<file path="src/rtl/map_port_arbiter.sv">
// map_port_arbiter: shares map RAM port b among pacman and two ghosts.
// Optional MAP_ARB_PACMAN_PRIO_EN: pacman always wins, ghosts round-robin.
module map_port_arbiter #(
    parameter int RD_LAT = 2,
    parameter int ROWS   = 30,
    parameter int COLS   = 40
) (
    input  logic         CLOCK_50,
    input  logic         reset_n,
    input  logic [2:0]   req,
    input  logic [14:0]  req_row,
    input  logic [17:0]  req_col,
    input  logic [11:0]  req_code,
    output logic [2:0]   gnt,
    output logic [2:0]   done,
    output logic [3:0]   old_code,
    output logic         err,
    output logic         busy,
    output logic [4:0]   ram_addr,
    output logic         ram_wren,
    output logic [159:0] ram_wrdata,
    input  logic [159:0] ram_rddata
);

    typedef enum logic [1:0] {IDLE, READ, WRITE, DONE} state_t;

    state_t         state, state_d;
    logic [1:0]     cnt, cnt_d;
    logic [1:0]     last, last_d;
    logic [1:0]     idx, idx_d;
    logic [5:0]     col, col_d;
    logic [3:0]     code, code_d;
    logic [2:0]     gnt_d, done_d;
    logic           err_d, wren_d;
    logic [4:0]     addr_d;
    logic [159:0]   wrdata_d;
    logic [3:0]     old_d;

    logic [1:0]     sel;
    logic [4:0]     s_row;
    logic [5:0]     s_col;
    logic [3:0]     s_code;
    logic [8:0]     lo;
    logic [3:0]     old_f;
    logic [159:0]   merged;

    // Pick the next requester to serve from the request levels.
`ifdef MAP_ARB_PACMAN_PRIO_EN
    always_comb begin
        if (req[0])
            sel = 2'd0;
        else if (req[1] && req[2])
            sel = (last == 2'd1) ? 2'd2 : 2'd1;
        else if (req[1])
            sel = 2'd1;
        else
            sel = 2'd2;
    end
`else
    logic       found;
    logic [1:0] nxt;
    always_comb begin
        sel   = last;
        found = 1'b0;
        nxt   = 2'd0;
        for (int k = 1; k <= 3; k++) begin
            nxt = 2'((int'(last) + k) % 3);
            if (!found && req[nxt]) begin
                sel   = nxt;
                found = 1'b1;
            end
        end
    end
`endif

    // Route the selected requester's operands.
    always_comb begin
        unique case (sel)
            2'd0: begin
                s_row  = req_row[4:0];
                s_col  = req_col[5:0];
                s_code = req_code[3:0];
            end
            2'd1: begin
                s_row  = req_row[9:5];
                s_col  = req_col[11:6];
                s_code = req_code[7:4];
            end
            default: begin
                s_row  = req_row[14:10];
                s_col  = req_col[17:12];
                s_code = req_code[11:8];
            end
        endcase
    end

    // Locate the latched cell in the row; column 0 is the top nibble.
    always_comb begin
        lo     = 9'd156 - {1'b0, col, 2'b00};
        old_f  = ram_rddata[lo +: 4];
        merged = (ram_rddata & ~(160'hF << lo)) | ({156'd0, code} << lo);
    end

    // Next-state and next-output logic for the read-modify-write sequence.
    always_comb begin
        state_d  = state;
        cnt_d    = cnt;
        last_d   = last;
        idx_d    = idx;
        col_d    = col;
        code_d   = code;
        gnt_d    = 3'b000;
        done_d   = 3'b000;
        err_d    = 1'b0;
        wren_d   = 1'b0;
        addr_d   = ram_addr;
        wrdata_d = ram_wrdata;
        old_d    = old_code;
        unique case (state)
            IDLE: begin
                if (|req) begin
                    idx_d      = sel;
`ifdef MAP_ARB_PACMAN_PRIO_EN
                    if (sel != 2'd0)
                        last_d = sel;
`else
                    last_d     = sel;
`endif
                    col_d      = s_col;
                    code_d     = s_code;
                    gnt_d[sel] = 1'b1;
                    if (s_row >= 5'(ROWS) || s_col >= 6'(COLS)) begin
                        state_d     = DONE;
                        err_d       = 1'b1;
                        done_d[sel] = 1'b1;
                        old_d       = 4'd0;
                    end else begin
                        state_d = READ;
                        addr_d  = s_row;
                        cnt_d   = 2'd0;
                    end
                end
            end
            READ: begin
                if (cnt == 2'(RD_LAT - 1)) begin
                    state_d  = WRITE;
                    old_d    = old_f;
                    wrdata_d = merged;
                    wren_d   = 1'b1;
                end else begin
                    cnt_d = cnt + 2'd1;
                end
            end
            WRITE: begin
                state_d     = DONE;
                done_d[idx] = 1'b1;
            end
            default: begin
                state_d = IDLE;
            end
        endcase
    end

    // State and registered outputs.
    always_ff @(posedge CLOCK_50 or negedge reset_n) begin
        if (!reset_n) begin
            state      <= IDLE;
            cnt        <= 2'd0;
            last       <= 2'd2;
            idx        <= 2'd0;
            col        <= 6'd0;
            code       <= 4'd0;
            gnt        <= 3'b000;
            done       <= 3'b000;
            err        <= 1'b0;
            busy       <= 1'b0;
            ram_addr   <= 5'd0;
            ram_wren   <= 1'b0;
            ram_wrdata <= 160'd0;
            old_code   <= 4'd0;
        end else begin
            state      <= state_d;
            cnt        <= cnt_d;
            last       <= last_d;
            idx        <= idx_d;
            col        <= col_d;
            code       <= code_d;
            gnt        <= gnt_d;
            done       <= done_d;
            err        <= err_d;
            busy       <= (state_d != IDLE);
            ram_addr   <= addr_d;
            ram_wren   <= wren_d;
            ram_wrdata <= wrdata_d;
            old_code   <= old_d;
        end
    end

endmodule
</file>
<file path="config.mk">
export PLATFORM = sky130hd
export DESIGN_NAME = map_port_arbiter
export DESIGN_NICKNAME = d
export VERILOG_FILES = /design/src/rtl/map_port_arbiter.sv
export SDC_FILE = /design/constraint.sdc
export NUM_CORES = 1
export LEC_CHECK = 0
export BUFFER_PORTS_ARGS = -buffer_cell sky130_fd_sc_hd__buf_2
export CAP_MARGIN = 10
export CORE_ASPECT_RATIO = 0.5
export CORE_MARGIN = 8
export CORE_UTILIZATION = 28
export CTS_BUF_LIST = sky130_fd_sc_hd__clkbuf_8
export DETAILED_ROUTE_END_ITERATION = 8
export GPL_TIMING_DRIVEN = 1
export SLEW_MARGIN = 20
export SYNTH_ARGS = -nofsm -noshare
export SYNTH_HDL_FRONTEND = slang
export SYNTH_SLANG_ARGS = --single-unit
</file>
<file path="constraint.sdc">
create_clock -name CLOCK_50 -period 4.5 [get_ports CLOCK_50]
set_input_delay 0.9 -clock CLOCK_50 [delete_from_list [all_inputs] [get_ports CLOCK_50]]
set_output_delay 0.9 -clock CLOCK_50 [all_outputs]
set_load 0.01 [all_outputs]
</file>
==> metrics.json, run 1 <==
{
  "run_status": "complete, no violations",
  "final_non_filler_cell_total": 1971,
  "max_freq_mhz": 282,
  "final_hold_fails": 0,
  "synthesis.nets": 1302,
  "tritoncts": "built",
  "reg2reg_from": "last[1]",
  "power.switching_w": 0.00449,
  "syn_inst": 1088,
  "ff_latch_area_sq_mm": 0.00488,
  "die-width_microns": 297,
  "synth_commonest_cells": "sky130_fd_sc_hd__nand2_1 (236), sky130_fd_sc_hd__dfrtp_1 (194), sky130_fd_sc_hd__o21ai_0 (183)",
  "synthArstFlopShare_pct": 100,
  "max_cap_viol_count": 0,
  "netlist_top_cells_area": "sky130_fd_sc_hd__dfrtp_1 (44%), sky130_fd_sc_hd__mux2i_1 (15%), sky130_fd_sc_hd__mux4_2 (9.8%)",
  "dpl.hpwl_mm": 34.2,
  "multi_input_comb_area_sq_mm": 0.00571,
  "cp-end-kind": "register",
  "drt-initial-drc-count": 620,
  "clkPwrFrac_pct": 13.2,
  "ctsHoldBuffers": 0,
  "cts_max_level": 4,
  "post-cts-setup-buffers": 0,
  "fp.dieArea_sq_mm": 0.0464,
  "synth_top_cell_by_area": "sky130_fd_sc_hd__dfrtp_1",
  "slew_viol_final": 0,
  "fin_crit_sh_pct": 78.7,
  "sequentialPowerShare_pct": 33.9,
  "critPathLaunchType": "register",
  "worstHoldPathType": "in -> async",
  "finalWeightedCongestion": 0.870,
  "grt_antenna_before_repair": 12,
  "comb_power_share_pct": 52.9,
  "timing_worst_setup_path_type": "reg -> reg",
  "pre_cts_ws_ps": 993,
  "rows": 51,
  "irDropWorstVdd_mv": 0.269,
  "static-leakage-power_nw": 7.06,
  "synth_area_sq_mm": 0.0110,
  "timing.critical_path.required_ps": 4850,
  "avgRoutedWirePerCell_microns": 22.5,
  "p_int_w": 0.00521,
  "filler_cell_count": 3983,
  "floorplan.io_pins": 388,
  "final.setup.worst_slack_ps": 959,
  "setup-tns-final_ps": 0,
  "synth_largest_type_area_fraction_pct": 44.0,
  "design_power_total_w": 0.00970,
  "groute.usage.overall_pct": 18.3,
  "drc_errors": 0,
  "slew_headroom_pct": 33.4,
  "antenna_violating_nets_post_route": 0,
  "synth_enable_flop_cells": 0,
  "number_of_global_route_vias_before_repair": 9856,
  "dr_total_vias": 9646,
  "tightest_slew_ps": 998,
  "core_area_sq_mm": 0.0389,
  "numPlacedInstances": 1927,
  "clk-insertion-delay-late_ps": 490,
  "cts_resized": 0,
  "area_growth_syn_to_layout_pct": 25.8,
  "period_minus_slack_ps": 3540,
  "synth.yosys.warnings": 0,
  "num_clock_sinks": 195,
  "crit_arrival_ps": 3890,
  "synthFlopType": "sky130_fd_sc_hd__dfrtp_1",
  "postRouteWirelength_mm": 44.3,
  "die-height_microns": 156,
  "io_buffers": 387,
  "grt_pass1_wl_mm": 64.0,
  "cts_inserted_buffers": 17,
  "synth.lib_cells_used.distinct": 59,
  "drt_pass1_iterations": 5,
  "ys_seq_elements": 195,
  "finish.net_count": 1630,
  "crit_path_max_fanout": 13,
  "finalSetupViolCount": 0,
  "clk_pin_slew_ps": 120,
  "layout-drive-gt1-share_pct": 35.8,
  "synth_seq_area_share_pct": 44.3,
  "fin_worst_skew_ps": 31.0,
  "power_switching_share_pct": 46.3,
  "synth.avg_cell_area_sq_um": 10.1,
  "crit_start": "last[1]",
  "clock_root_buffer_master": "sky130_fd_sc_hd__clkbuf_8",
  "library_cell_with_the_highest_instance_count_after_synthesis": "sky130_fd_sc_hd__nand2_1",
  "setup_repair_after_global_routing_missed_its_margin": "no",
  "grt_max_degree": 193,
  "clock_tree.buffer_depth": 2,
  "power_density_mw_per_mm2": 700,
  "via_density_per_instance": 4.89,
  "initial_core_util_pct": 28.4,
  "grt_overflow_total": 0
}
[layout make-up]
class                      count  area share (%)
multi-input combinational    786            41.2
sequential                   195            35.2
timing repair buffer         401            15.1
clock inverter                13            1.23
inverter                      15           0.406
tap                          530            4.78
antenna                       12           0.217
clock buffer                  19            1.89
[worst max-delay path, stage by stage, from the launching register on]
cell and delay (ps):
sky130_fd_sc_hd__dfstp_2 600, sky130_fd_sc_hd__inv_1 60, sky130_fd_sc_hd__ha_1 400, sky130_fd_sc_hd__nor2b_1 170
sky130_fd_sc_hd__o31ai_1 270, sky130_fd_sc_hd__o211ai_1 310, sky130_fd_sc_hd__o21ai_4 490, sky130_fd_sc_hd__mux2_4 380
sky130_fd_sc_hd__o211ai_4 210, sky130_fd_sc_hd__nand3_4 170, sky130_fd_sc_hd__mux2_4 350
[per-layer routing]
| layer | vias up | global-route usage [%] | routed length [microns] |
|---|---|---|---|
| met1 | 4774 | 21.6 | 17400 |
| li1 | 4538 | - | - |
| met4 | 2 | 8.49 | 1790 |
| met3 | 79 | 2.80 | 1580 |
| met2 | 253 | 32.7 | 23500 |
| met5 | - | 0 | 13 |
[cell usage in the layout, fill, tap and decap left out, types with 12 or more instances in the layout]
master,instances
sky130_fd_sc_hd__nor2_1,16
sky130_fd_sc_hd__nand2_1,236
sky130_fd_sc_hd__diode_2,12
sky130_fd_sc_hd__mux2i_1,169
sky130_fd_sc_hd__buf_2,386
sky130_fd_sc_hd__dfrtp_1,192
sky130_fd_sc_hd__inv_1,15
sky130_fd_sc_hd__a21oi_1,18
sky130_fd_sc_hd__clkbuf_8,20
sky130_fd_sc_hd__o21ai_0,183
sky130_fd_sc_hd__mux4_2,48
[worst paths after layout]
kind                             endpoint  cells past startpoint  slack (ps)
setup / recovery              ram_addr[2]                     10         960
hold reg to reg             ram_wrdata[6]                      2         480
hold / removal             ram_wrdata[87]                      1         420
min in group CLOCK_50       ram_wrdata[6]                      2         480
setup reg to reg              ram_addr[2]                     10         960
max in group asynchronous  ram_wrdata[96]                      2        2970
[flip-flops by register name, indices dropped and copies added (netlist names)]
signal	flops
busy	1
cnt	2
code	4
col	6
done	3
err	1
gnt	3
idx	1
last	2
old_code	4
ram_addr	5
ram_wrdata	160
ram_wren	1
state	2
[kinds of logic after synthesis]
kind of cell	Yosys count	synth area share [%]
AO/OA/AOI/OAI	238	12.3
XOR/XNOR	1	0.0795
adder cells (fa/ha/maj)	4	0.454
buffers and inverters	107	3.98
flip-flops	195	44.3
multiplexers	226	26.3
AND/OR/NAND/NOR	317	12.6
[metrics by stage]
step	instance area (sq um)	hold WS (ps)	utilization (%)
global placement	13400	459	34.5
CTS	13800	445	35.6
finish	13900	421	35.7
global route	13900	446	35.7
floorplan	11000	469	-
detailed placement	13400	465	34.5
[power by group through the flow]
stage	logic, W	clock network, W	registers [W]
detailed placement	0.00516	0	0.00331
global route	0.00558	0.00137	0.00340
floorplan	0.00291	0	0.00343
global placement	0.00509	0	0.00330
CTS	0.00516	0.00131	0.00328
finish	0.00513	0.00128	0.00329
(Power assumes the default switching activity.)
==> inputs of run 2 (changes only) <==
clock period = 3.5 ns   (was 4.5 ns; I/O delays follow)
==> metrics.json, run 2 (same netlist as run 1, synthesis figures left out) <==
{
  "timing.critical_path.required_ps": 3890,
  "static-leakage-power_nw": 7.18,
  "p_int_w": 0.00673,
  "final_hold_fails": 0,
  "irDropWorstVdd_mv": 0.387,
  "met1Wirelength_mm": 17.1,
  "antenna_violating_nets_post_route": 0,
  "run_status": "complete, no violations",
  "initial_core_util_pct": 28.4,
  "floorplan.io_pins": 388,
  "registers.top_by_ff_count": "ram_wrdata",
  "area_growth_syn_to_layout_pct": 27.5,
  "rows": 51,
  "crit_arrival_ps": 3680,
  "setup_repair_after_global_routing_missed_its_margin": "no",
  "final_non_filler_cell_total": 1992,
  "fin_crit_sh_pct": 94.0,
  "grt_pass1_wl_mm": 64.6,
  "finish.net_count": 1652,
  "crit_path_max_fanout": 16,
  "grt_max_degree": 81,
  "period_minus_slack_ps": 3290,
  "via_density_per_instance": 4.95,
  "layout-drive-gt1-share_pct": 36.7,
  "drt-initial-drc-count": 641,
  "power.switching_w": 0.00582,
  "wl_met2_mm": 23.8,
  "detailroute.wirelength.met3_mm": 1.46,
  "drt_pass1_iterations": 5,
  "groute.usage.overall_pct": 18.3,
  "num_clock_sinks": 195,
  "tritoncts": "built",
  "power_switching_share_pct": 46.4,
  "max_cap_viol_count": 0,
  "clk-insertion-delay-late_ps": 490,
  "clock_root_buffer_master": "sky130_fd_sc_hd__clkbuf_8",
  "cts_inserted_buffers": 17,
  "numPlacedInstances": 1948,
  "clock_tree.buffer_depth": 2,
  "worstHoldPathType": "in -> async",
  "timing_worst_setup_path_type": "reg -> reg",
  "layout.cells.most_common": "sky130_fd_sc_hd__buf_2",
  "core_area_sq_mm": 0.0389,
  "most-common-layout-cells": "sky130_fd_sc_hd__buf_2 (386), sky130_fd_sc_hd__nand2_1 (236), sky130_fd_sc_hd__dfrtp_1 (192)",
  "finalWeightedCongestion": 0.899,
  "tightest_slew_ps": 1130,
  "reg_top3": "ram_wrdata x160, col x6, ram_addr x5",
  "cp-end-kind": "register",
  "clk_pin_slew_ps": 120,
  "grt_overflow_total": 0,
  "filler_cell_count": 4009,
  "dr_total_vias": 9864,
  "slew_viol_final": 0,
  "drc_errors": 0,
  "comb_power_share_pct": 55.1,
  "number_of_global_route_vias_before_repair": 9896,
  "io_buffers": 387,
  "max_freq_mhz": 304,
  "fin_worst_skew_ps": 23.7,
  "fp.dieArea_sq_mm": 0.0464,
  "avgRoutedWirePerCell_microns": 22.0,
  "dpl.hpwl_mm": 34.7,
  "sequentialPowerShare_pct": 32.8,
  "finalSetupViolCount": 0,
  "cts_max_level": 4,
  "critPathLaunchType": "register",
  "setup-tns-final_ps": 0,
  "clkPwrFrac_pct": 12.1,
  "flip_flop_count_of_the_largest_register_after_layout": 160,
  "slew_headroom_pct": 24.5,
  "grt_antenna_before_repair": 11,
  "highest_layer": "met4",
  "postRouteWirelength_mm": 43.8,
  "power_density_mw_per_mm2": 893,
  "die-width_microns": 297,
  "die-height_microns": 156
}
==> run 2: cell count changes in the layout (fill, tap and decap cells not counted), moves of 2 or more <==
cell and delta:
sky130_fd_sc_hd__buf_12 +4, sky130_fd_sc_hd__bufinv_16 -2, sky130_fd_sc_hd__buf_4 +19, sky130_fd_sc_hd__inv_8 +2
==> run 2: layout make-up <==
cell class | count | area [sq um] | area share (%)
Multi-Input combinational cell | 786 | 5740 | 40.8
Sequential cell | 195 | 4880 | 34.7
Timing Repair Buffer | 423 | 2300 | 16.4
Tap cell | 530 | 663 | 4.72
Clock buffer | 18 | 248 | 1.76
Clock inverter | 14 | 141 | 1.01
Inverter | 15 | 56.3 | 0.400
Antenna cell | 11 | 27.5 | 0.196
==> run 2: per-stage QoR <==
| stage | area [sq um] | worst slack (ps) | utilization [%] | hold WS, ps | power, W |
|---|---|---|---|---|---|
| 2_1_floorplan | 11000 | 533 | - | 404 | 0.00815 |
| 3_3_place_gp | 13600 | 267 | 35.0 | 458 | 0.0110 |
| 3_5_place_dp | 13600 | 157 | 35.0 | 465 | 0.0111 |
| 4_1_cts | 14000 | 134 | 36.0 | 216 | 0.0126 |
| 5_1_grt | 14100 | 29.9 | 36.2 | 220 | 0.0134 |
| 6_report | 14100 | 210 | 36.2 | 218 | 0.0126 |
==> run 2: what timing repair did <==
action | 4_1_cts | 5_1_grt
buffers inserted | 0 | 1
hold buffers | 0 | 0
gates resized for setup | 0 | 4
endpoints found under the setup margin | 0 | 10
==> run 2: critical path, stage by stage, from the launching register on <==
cell	delay (ps)
sky130_fd_sc_hd__dfstp_2	630
sky130_fd_sc_hd__inv_1	70
sky130_fd_sc_hd__ha_1	340
sky130_fd_sc_hd__or3b_1	460
sky130_fd_sc_hd__and3_1	250
sky130_fd_sc_hd__o221a_4	380
sky130_fd_sc_hd__o311ai_4	360
sky130_fd_sc_hd__o2111ai_1	230
sky130_fd_sc_hd__nand3_2	230
sky130_fd_sc_hd__mux2i_1	230
==> run 2: metal layers <==
layer	up-vias	global-route usage [%]
met3	72	2.38
met4	0	7.22
met5	-	0
li1	4583	-
met1	4959	21.7
met2	250	33.3
==> run 2: final timing paths <==
check / start / endpoint / slack [ps] / cells after the start
max: last[1] / old_code[2] / 210 / 9
min: reset_n / ram_wrdata[95] / 220 / 1
max reg2reg: last[1] / old_code[2] / 210 / 9
min reg2reg: ram_wrdata[150] / ram_wrdata[150] / 480 / 2
max in group asynchronous: reset_n / ram_wrdata[148] / 2410 / 2
min in group CLOCK_50: ram_wrdata[150] / ram_wrdata[150] / 480 / 2
==> run 2: power by group through the flow <==
| stage | clock (W) | sequential [W] | combinational, W |
|---|---|---|---|
| after floorplan | 0 | 0.00441 | 0.00375 |
| after global placement | 0 | 0.00414 | 0.00682 |
| after detailed placement | 0 | 0.00417 | 0.00692 |
| after CTS | 0.00156 | 0.00412 | 0.00693 |
| after global routing | 0.00164 | 0.00427 | 0.00750 |
| final | 0.00152 | 0.00412 | 0.00692 |
==> inputs of run 3 (changes only) <==
ABC_CLOCK_PERIOD_IN_PS = 3500   (was not set)
BUFFER_PORTS_ARGS = not set   (was -buffer_cell sky130_fd_sc_hd__buf_2)
DONT_BUFFER_PORTS = 1   (was not set)
==> metrics.json, run 3 (same netlist as run 1, synthesis figures left out) <==
{
  "run_status": "finished with violations",
  "violations": "hold timing",
  "area_growth_syn_to_layout_pct": 8.60,
  "power_density_mw_per_mm2": 950,
  "crit_arrival_ps": 3580,
  "core_area_sq_mm": 0.0389,
  "power_switching_share_pct": 47.4,
  "worst_path_dominant_cell_family": "simple AND/OR/NAND/NOR gates",
  "numPlacedInstances": 1550,
  "grt_overflow_total": 0,
  "max_freq_mhz": 309,
  "final_non_filler_cell_total": 1586,
  "irDropWorstVdd_mv": 0.476,
  "clk_pin_slew_ps": 110,
  "fin_worst_skew_ps": 21.5,
  "dr_total_vias": 8267,
  "slew_viol_final": 0,
  "power.switching_w": 0.00539,
  "timing.critical_path.required_ps": 3850,
  "worstHoldPathType": "in -> async",
  "layout.cells.most_common": "sky130_fd_sc_hd__nand2_1",
  "layout-drive-gt1-share_pct": 12.8,
  "timing_worst_setup_path_type": "reg -> reg",
  "tightest_slew_ps": 1060,
  "finish.net_count": 1255,
  "die-height_microns": 156,
  "max_cap_viol_count": 0,
  "rows": 51,
  "die-width_microns": 297,
  "finalWeightedCongestion": 0.924,
  "clkPwrFrac_pct": 13.6,
  "drt-initial-drc-count": 608,
  "reg_top3": "ram_wrdata x160, col x6, ram_addr x5",
  "number_of_global_route_vias_before_repair": 8113,
  "setup_repair_after_global_routing_missed_its_margin": "no",
  "cts_max_level": 4,
  "final_hold_fails": 194,
  "floorplan.io_pins": 388,
  "timing.critical_path.buf_inv": 1,
  "finalSetupViolCount": 0,
  "groute.usage.overall_pct": 17.2,
  "clk-insertion-delay-late_ps": 480,
  "cts_inserted_buffers": 17,
  "grt_max_degree": 196,
  "postRouteWirelength_mm": 41.2,
  "multi_input_comb_area_sq_mm": 0.00573,
  "fp.dieArea_sq_mm": 0.0464,
  "drc_errors": 0,
  "static-leakage-power_nw": 5.52,
  "initial_core_util_pct": 28.4,
  "antenna_violating_nets_post_route": 0,
  "ff_latch_area_sq_mm": 0.00489,
  "p_int_w": 0.00598,
  "dpl.hpwl_mm": 31.9,
  "drt_pass1_iterations": 7,
  "tritoncts": "built",
  "clock_root_buffer_master": "sky130_fd_sc_hd__clkbuf_8",
  "fin_crit_sh_pct": 92.5,
  "period_minus_slack_ps": 3240,
  "critPathLaunchType": "register",
  "via_density_per_instance": 5.21,
  "flip_flop_count_of_the_largest_register_after_layout": 160,
  "filler_cell_count": 4013,
  "comb_power_share_pct": 40.7,
  "registers.top_by_ff_count": "ram_wrdata",
  "setup-tns-final_ps": 0,
  "timing.hold.ws_ps": -95.8,
  "grt_pass1_wl_mm": 59.5,
  "most-common-layout-cells": "sky130_fd_sc_hd__nand2_1 (236), sky130_fd_sc_hd__dfrtp_1 (192), sky130_fd_sc_hd__o21ai_0 (183)",
  "slew_headroom_pct": 29.3,
  "io_buffers": 0,
  "crit_path_max_incr_delay_ps": 610,
  "crit_path_max_fanout": 16,
  "num_clock_sinks": 195,
  "cp-end-kind": "register",
  "clock_tree.buffer_depth": 2,
  "avgRoutedWirePerCell_microns": 26.0,
  "path_cells": "inv_1 > ha_2 > or3b_1 > and3_1 > o221a_2 > nand2_1 > o211ai_1 > o21ai_2 > nand3_4 > mux2_4",
  "critical_path.slowest_cell": "sky130_fd_sc_hd__dfstp_2",
  "sequentialPowerShare_pct": 45.8,
  "grt_antenna_before_repair": 1
}
run 3: cell count changes in the layout (fill, tap and decap cells not counted), sizes merged:
cell / delta
diode: -9
clkbuf: -1
clkinv: -1
bufinv: +1
buf: -396
run 3: power groups by stage:
stage / Sequential, W / Combinational (W) / Clock (W)
6_report: 0.00520 / 0.00463 / 0.00154
5_1_grt: 0.00534 / 0.00518 / 0.00167
4_1_cts: 0.00527 / 0.00460 / 0.00158
3_5_place_dp: 0.00531 / 0.00459 / 0
3_3_place_gp: 0.00530 / 0.00450 / 0
2_1_floorplan: 0.00441 / 0.00375 / 0
run 3: layout make-up:
type / count / share of cell area [%]
antenna: 2 / 0.0418
sequential: 195 / 40.8
inverter: 15 / 0.470
tap: 530 / 5.54
timing repair buffer: 26 / 1.94
clock buffer: 18 / 2.07
clock inverter: 14 / 1.26
multi-input combinational: 786 / 47.9
run 3: per-stage QoR:
step	worst slack (ps)	hold slack [ps]	instance area, sq um	total power, W	util, %
after global placement	275	409	11500	0.00980	29.7
after global routing	4.87	-141	12000	0.0122	30.8
after floorplan	533	404	11000	0.00815	-
final	264	-95.8	12000	0.0114	30.8
after detailed placement	207	409	11500	0.00990	29.7
after CTS	163	-133	11900	0.0114	30.7
run 3: final timing paths:
kind | slack [ps] | to | depth (start not counted) | startpoint
worst max-delay path | 260 | ram_addr[3] | 10 | last[1]
worst min-delay path | -100 | ram_wrdata[11] | 0 | reset_n
worst max register to register | 260 | ram_addr[3] | 10 | last[1]
worst min register to register | 520 | cnt[1] | 1 | cnt[1]
max in group asynchronous | 3320 | ram_wrdata[148] | 0 | reset_n
min in group CLOCK_50 | 420 | ram_wrdata[34] | 2 | ram_rddata[34]
run 3: layer usage:
| layer | vias to the layer above | track usage [%] | part of all wire [%] | wire length, microns |
|---|---|---|---|---|
| met5 | - | 0 | 0.032 | 13 |
| met4 | 2 | 5.10 | 2.8 | 1140 |
| met3 | 59 | 4.55 | 6.3 | 2610 |
| met2 | 264 | 31.1 | 53 | 22000 |
| met1 | 4164 | 19.8 | 37 | 15400 |
| li1 | 3778 | - | - | - |
run 3: repair_timing:
action,4_1_cts,5_1_grt
setup buffers,0,2
endpoints found under the setup margin,0,10
endpoints found under the hold margin,194,194
gates resized for setup,0,4
